<file path="config.mk">
export PLATFORM = sky130hd
export DESIGN_NAME = shift_seq_unit
export DESIGN_NICKNAME = d
export VERILOG_FILES = /design/src/rtl/shift_seq_unit.sv
export SDC_FILE = /design/constraint.sdc
export NUM_CORES = 1
export LEC_CHECK = 0
export BUFFER_PORTS_ARGS = -buffer_cell sky130_fd_sc_hd__buf_2
export CORE_MARGIN = 4
export CORE_UTILIZATION = 55
export CTS_BUF_LIST = sky130_fd_sc_hd__clkbuf_8
export DETAILED_ROUTE_END_ITERATION = 12
export HOLD_SLACK_MARGIN = 0.08
export PLACE_DENSITY = 0.88
export SETUP_SLACK_MARGIN = 0.2
export SYNTH_ARGS = -nofsm -noshare
export SYNTH_HDL_FRONTEND = slang
export SYNTH_SLANG_ARGS = --single-unit
export TNS_END_PERCENT = 20
</file>
<file path="constraint.sdc">
create_clock -name clk -period 3.2 [get_ports clk]
set_clock_uncertainty 0.05 [all_clocks]
set_input_delay 0 -clock clk [delete_from_list [all_inputs] [get_ports clk]]
set_output_delay 0 -clock clk [all_outputs]
set_load 0.01 [all_outputs]
</file>
<file path="src/rtl/shift_seq_unit.sv">
// rtl/shift_seq_unit.sv - multi-cycle, multi-mode sequential shifter with start/busy/done handshake (optional rotate: SHIFT_SEQ_ROTATE_EN)
module shift_seq_unit #(
  parameter int WIDTH = 8,
  parameter int CNT_W = $clog2(WIDTH + 1)
) (
  input  logic             clk,
  input  logic             rst_n,
  input  logic             start,
  input  logic [1:0]       mode,
  input  logic [CNT_W-1:0] amount,
  input  logic [WIDTH-1:0] data_in,
  input  logic             fill,
  output logic [WIDTH-1:0] data_out,
  output logic             out,
  output logic             out_valid,
  output logic             busy,
  output logic             done
);

  typedef enum logic [1:0] {
    S_IDLE  = 2'd0,
    S_SHIFT = 2'd1,
    S_DONE  = 2'd2
  } state_t;

  localparam logic [CNT_W-1:0] WIDTH_C = CNT_W'(WIDTH);
  localparam logic [CNT_W-1:0] ONE_C   = CNT_W'(1);

  localparam logic [1:0] MODE_LSR = 2'b01;
  localparam logic [1:0] MODE_ASR = 2'b10;
  localparam logic [1:0] MODE_ROL = 2'b11;

  state_t           state_q, state_d;
  logic [WIDTH-1:0] data_q, data_d;
  logic             out_q, out_d;
  logic             out_valid_q, out_valid_d;
  logic [1:0]       mode_q, mode_d;
  logic [CNT_W-1:0] rem_q, rem_d;

  // Next-state and datapath: load on accepted start, one shift per SHIFT cycle
  always_comb begin
    state_d     = state_q;
    data_d      = data_q;
    out_d       = out_q;
    out_valid_d = 1'b0;
    mode_d      = mode_q;
    rem_d       = rem_q;
    case (state_q)
      S_IDLE: begin
        if (start) begin
          data_d  = data_in;
          mode_d  = mode;
          rem_d   = (amount > WIDTH_C) ? WIDTH_C : amount;
          state_d = (amount == '0) ? S_DONE : S_SHIFT;
        end
      end
      S_SHIFT: begin
        out_valid_d = 1'b1;
        rem_d       = rem_q - ONE_C;
        case (mode_q)
          MODE_LSR: begin
            out_d  = data_q[0];
            data_d = {fill, data_q[WIDTH-1:1]};
          end
          MODE_ASR: begin
            out_d  = data_q[0];
            data_d = {data_q[WIDTH-1], data_q[WIDTH-1:1]};
          end
`ifdef SHIFT_SEQ_ROTATE_EN
          MODE_ROL: begin
            out_d  = data_q[WIDTH-1];
            data_d = {data_q[WIDTH-2:0], data_q[WIDTH-1]};
          end
`endif
          // Logical left; also mode 11 when rotate is not built
          default: begin
            out_d  = data_q[WIDTH-1];
            data_d = {data_q[WIDTH-2:0], fill};
          end
        endcase
        if (rem_q == ONE_C) begin
          state_d = S_DONE;
        end
      end
      S_DONE: begin
        state_d = S_IDLE;
      end
      default: begin
        state_d = S_IDLE;
      end
    endcase
  end

  // State and working registers; reset abandons any operation in flight
  always_ff @(posedge clk) begin
    if (!rst_n) begin
      state_q     <= S_IDLE;
      data_q      <= '0;
      out_q       <= 1'b0;
      out_valid_q <= 1'b0;
      mode_q      <= 2'b00;
      rem_q       <= '0;
    end else begin
      state_q     <= state_d;
      data_q      <= data_d;
      out_q       <= out_d;
      out_valid_q <= out_valid_d;
      mode_q      <= mode_d;
      rem_q       <= rem_d;
    end
  end

  assign data_out  = data_q;
  assign out       = out_q;
  assign out_valid = out_valid_q;
  assign busy      = (state_q != S_IDLE);
  assign done      = (state_q == S_DONE);

endmodule

</file>
# After elaboration in Yosys (flattened, before gate mapping)
# Cells that the tools add are included.
[totals]
latchBits = 0
out_inout_bits = 12
reg_bits = 18
rom_bits = 0
mem_count = 0
word_cells = 38
ramBits = 0
[classes]
mux = 12
n_div = 0
eq_ne = 8
n_reduce_logical = 9
n_mul = 0
add_sub_neg = 1
n_bitwise = 0
magnitude_cmp = 1
shifts = 0
[op_table]
columns = ["cell", "count"]
rows = [
  ["case mux 8 bit (2 select lines)", 2],
  ["2-to-1 mux 4 bit", 2],
  ["2-to-1 mux 8 bit", 1],
  ["case mux 4 bit (2 select lines)", 1],
  ["2-to-1 mux 2 bit", 3],
  ["inequality test 2 bit, second input constant", 3],
  ["AND reduction 2 bit", 3],
  ["== test 2 x 1 -> 1 bit, second input constant", 2],
  ["== test 2 bit, second input constant", 2],
  ["== test 4 x 1 -> 1 bit, second input constant", 1],
  ["> comparator 4 bit, second input constant", 1],
  ["logical NOT 4 bit", 1],
  ["case mux 2 bit (2 select lines)", 1],
  ["nonzero test 2 bit", 2],
  ["subtractor 4 x 1 -> 4 bit, second input constant", 1],
  ["AND reduction 3 bit", 1],
  ["logical NOT 2 bit", 1],
  ["2-to-1 mux 1 bit", 2],
  ["OR reduction 2 bit", 1],
]

# Depth between registers and ports, before layout
[logic_depth]
ltp_word = 4
ltp_mapped = 7
mapped_depth_nobuf = 6

# Worst setup path after synthesis
# Ideal clock, no wire load.
[synth_path]
path_kind = "reg2reg"
from = "reg mode_q[0]"
to = "reg data_q[5] (netlist: data_out[5])"
required_time_ns = 3.063
arrival_time_ns = 1.265
setup_slack_ns = 1.798
path_stages_with_launch = 6
cell_sequence = "dfxtp_1 -> inv_1 -> ha_1 -> nor2_1 -> a221oi_1 -> o31ai_1"
[synth_between]
elab_chain_len = 3
elab_cells_between_ends = 4
[synth_lines]
columns = ["item", "line_no", "source"]
rows = [
  ["start: declaration", "37", "logic [1:0] mode_q, mode_d;"],
  ["start signal: assignment", "108", "mode_q <= mode_d;"],
  ["== test 2 bit / == test 2 x 1 -> 1 bit (equally long branches)", "60", "case (mode_q)"],
  ["case mux 8 bit (2 select lines) *", "60", ""],
  ["case mux 8 bit (2 select lines) *", "48", "case (state_q)"],
  ["end signal: assignment", "105", "data_q <= data_d;"],
  ["end: declaration", "34", "logic [WIDTH-1:0] data_q, data_d;"],
]
# Mark *: on every way between the ends. The rest lies on a longest branch, timed or not.
# A chain may end at the register's enable or synchronous reset.

# Worst setup path in the final report
[layout_path]
from = "reg state_q[0]"
to = "reg data_q[7] (netlist: data_out[7])"
[layout_between]
elab_chain_len = 3
elab_cells_between_ends = 7
[layout_lines]
columns = ["item", "line_no", "source"]
rows = [
  ["start: declaration", "33", "state_t state_q, state_d;"],
  ["start signal: assignment", "104", "state_q <= state_d;"],
  ["== test 2 x 1 -> 1 bit / logical NOT 2 bit (equally long branches)", "48", ""],
  ["inequality test 2 bit (no source line) / nonzero test 2 bit (equally long branches)", "-", ""],
  ["AND reduction 3 bit (no source line)", "-", ""],
]
# Parallel ways exist; a longest one is shown, timed or not.

==> results.py <==
metrics = {
    "clock_network": {
        "clk_pin_slew_ns": 0.07,
        "cts_root_buffer": "clkbuf_8",
        "cts_sinks": 18,
        "clk-insertion-delay-late_ns": 0.25,
        "cts-htree-levels": 1,
        "cts_buffer_depth": 2,
        "post_cts_buffers": 0,
        "cts_tree": "yes",
        "cts_buffers": 3,
    },
    "finish": {
        "finalNonFillerCells": 191,
        "syn_to_final_growth_pct": 31.8,
        "fin_util_pct": 77.2,
        "diodes": 0,
        "drive_gt1_share_pct": 22.9,
        "final_area_mm2": 0.00135,
        "nets": 189,
    },
    "yosys": {
        "yosysSeqAreaShare_pct": 35.3,
        "syn_avg_cell_area_um2": 8.05,
        "synth-xor-area-share_pct": 0,
        "netlist_area_mm2": 0.00102,
        "synthFlopType": "dfxtp_1",
        "synthTopCellsByArea": "dfxtp_1 (35%), a21oi_1 (7.3%), nand2_1 (6.6%)",
        "synth_commonest_cells": "dfxtp_1 (18), nand2_1 (18), a21oi_1 (15)",
        "netlist.area_leader.share_pct": 35.3,
        "yosysWarnings": 0,
        "syn-num-nets": 149,
        "synth_top_family_by_area": "compound AO/OA/AOI/OAI gates",
        "synth-simple-area-share_pct": 23.6,
        "synth_compound_area_share_pct": 28.5,
        "synthAdderAreaFrac_pct": 4.90,
        "synth_cells": 127,
        "synth_top_area_cell": "dfxtp_1",
        "synth.distinct_cells": 34,
        "synth_edf_count": 0,
        "synth-seq-cells": 18,
        "synthArstFlopShare_pct": 0,
        "synth_mux_area_share_pct": 0.979,
    },
    "floorplan": {
        "rows": 15,
        "die_x_um": 51.1,
        "ios": 30,
        "initial_utilization_pct": 58.6,
        "fp.dieH_um": 51.1,
        "core_mm2": 0.00175,
        "dieArea_mm2": 0.00261,
    },
    "min_path": {
        "worstHoldPathType": "input pin to register",
        "holdPathStages": 4,
        "min_delay_worst_endpoint": "state_q[0]",
        "holdCritStartpoint": "amount[0]",
    },
    "drt": {
        "via_per_inst": 5.65,
        "drcViolationCount": 0,
        "vias": 1080,
        "avgRoutedWirePerCell_um": 14.1,
        "dr.pass1.iters": 4,
        "routed_wl_um": 2690,
        "initialDrtViolationCount": 37,
        "drtAntennaViolNets": 0,
    },
    "place": {
        "dpl-instance-area_mm2": 0.00115,
        "dp_hpwl_um": 1860,
        "numPortBuffers": 29,
        "gp_congestion": 0.908,
        "dp.cells": 173,
    },
    "worst_setup_path": {
        "critPathArrivalTime_ns": 2.29,
        "required_ns": 3.28,
        "worstReg2RegEnd": "data_out[7]",
        "rr_worst_depth": 5,
        "critPathCaptureType": "register",
        "cp_max_fo": 21,
        "r2r_setup_slack_ns": 0.99,
        "startpoint": "state_q[0]",
        "cp_cell_sequence": "and2b_4 -> o211ai_1 -> o2111ai_1 -> o21ai_0 -> dlygate4sd3_1",
        "r2r-start": "state_q[0]",
        "critPathKind": "register to register",
        "cpPeakStageDelay_ns": 0.81,
        "startpoint_type": "register",
        "slowest_stage": "dfxtp_1",
    },
    "pwr": {
        "vdd_drop_max_v": 0.000267,
        "p_seq_share_pct": 44.4,
        "clockPowerShare_pct": 27.7,
        "powerDensity_mw_per_mm2": 482,
        "combPwrFrac_pct": 27.9,
        "net-switching-power_mw": 0.201,
        "p_leak_nw": 0.597,
        "switching_share_pct": 30.9,
        "intPower_mw": 0.449,
    },
    "sta": {
        "max_freq_mhz": 453,
        "period_share_pct": 69.0,
        "maxSlewViolCount": 0,
        "slew_headroom_pct": 49.6,
        "layout_min_cycle_time_ns": 2.21,
        "rsz0062_at_grt": "no",
        "tightest_slew_ns": 0.755,
        "setup_viol": 0,
        "setup_tns_ns": 0,
        "hold_ws_ns": 0.0853,
        "hold_viol_final": 0,
    },
    "grt": {
        "antenna_found_initial": 0,
        "grtUsageTotal_pct": 22.8,
        "grt_pass1_vias": 1050,
        "grt_max_degree": 22,
        "grt_pass1_wl_um": 4540,
        "gr-total-overflow": 0,
    },
    "run_status": {
        "outcome": "finished, final reports clean",
    },
    "job": {
        "max_cap_violations": 0,
    },
}
through the flow:
step	power (mW)	setup slack [ns]
floorplan	0.403	1.80
global placement	0.448	1.55
detailed placement	0.454	1.49
CTS	0.652	1.05
global route	0.693	0.854
finish	0.650	0.993
power groups by stage:
stage	combinational [mW]	clock [mW]	sequential, mW
floorplan	0.118	0	0.285
global placement	0.157	0	0.290
detailed placement	0.162	0	0.292
CTS	0.179	0.185	0.287
global route	0.201	0.199	0.293
finish	0.181	0.180	0.288
registers in the layout (all words and copies together) (netlist names):
register	count
state_q	2
out_valid	1
rem_q	4
mode_q	2
data_out	8
out	1
logic make-up (layout without fill, tap and decap cells):
kind of cell | count (synthesis) | in the layout
AOI/OAI and AO/OA | 45 | 45
and+or+nand+nor | 45 | 45
DFF | 18 | 18
buffers and inverters | 14 | 53
adders and majority gates | 4 | 4
muxes | 1 | 1
worst max-delay path by stage:
stage | end | slack [ns] | cells after the start
floorplan | data_out[5] | 1.80 | 5
global placement | data_out[5] | 1.55 | 5
detailed placement | data_out[5] | 1.49 | 5
CTS | data_out[7] | 1.05 | 5
global route | data_out[7] | 0.85 | 5
finish | data_out[7] | 0.99 | 5
what timing repair did:
action | 4_1_cts | 5_1_grt
hold buffers | 14 | 0
gates resized for setup | 0 | 0
hold endpoints to repair | 15 | 0
cell usage in the layout, fill, tap and decap left out, drive strengths merged:
cell and instances:
o21ai 8, buf 29, nor3b 3, nor2 8
nand2b 3, or3 1, or2 1, o211a 1
nor3 2, mux2i 1, o2111ai 1, dlygate4sd3 14
ha 4, and2b 1, and3b 1, clkbuf 4
o211ai 1, or4 1, nand2 18, a21boi 3
a21oi 15, o31ai 7, and2 2, nor2b 4
a221oi 7, dfxtp 18, o22ai 1, o21bai 1
inv 6
worst max-delay path, delay by kind of cell, from the launching register on:
kind | cells | cell delay (ns)
compound gates | 3 | 0.34
buf+inv | 1 | 0.57
flops | 1 | 0.81
simple gates | 1 | 0.32
final cells by class:
cell class                 instances  area (µm²)
timing repair buffer              43         285
tap                               25        31.3
sequential                        18         360
multi-input combinational         95         593
fill                             133         398
inverter                           6        22.5
clock buffer                       4        55.1
layer usage:
metal	vias to the layer above	GRT usage, %	routed length [µm]
li1	532	-	-
met1	505	25.0	1110
met2	39	40.6	1380
met3	4	4.66	167
met4	0	12.6	34
met5	-	0	0
No activity file was read; power rests on OpenSTA's default activity.
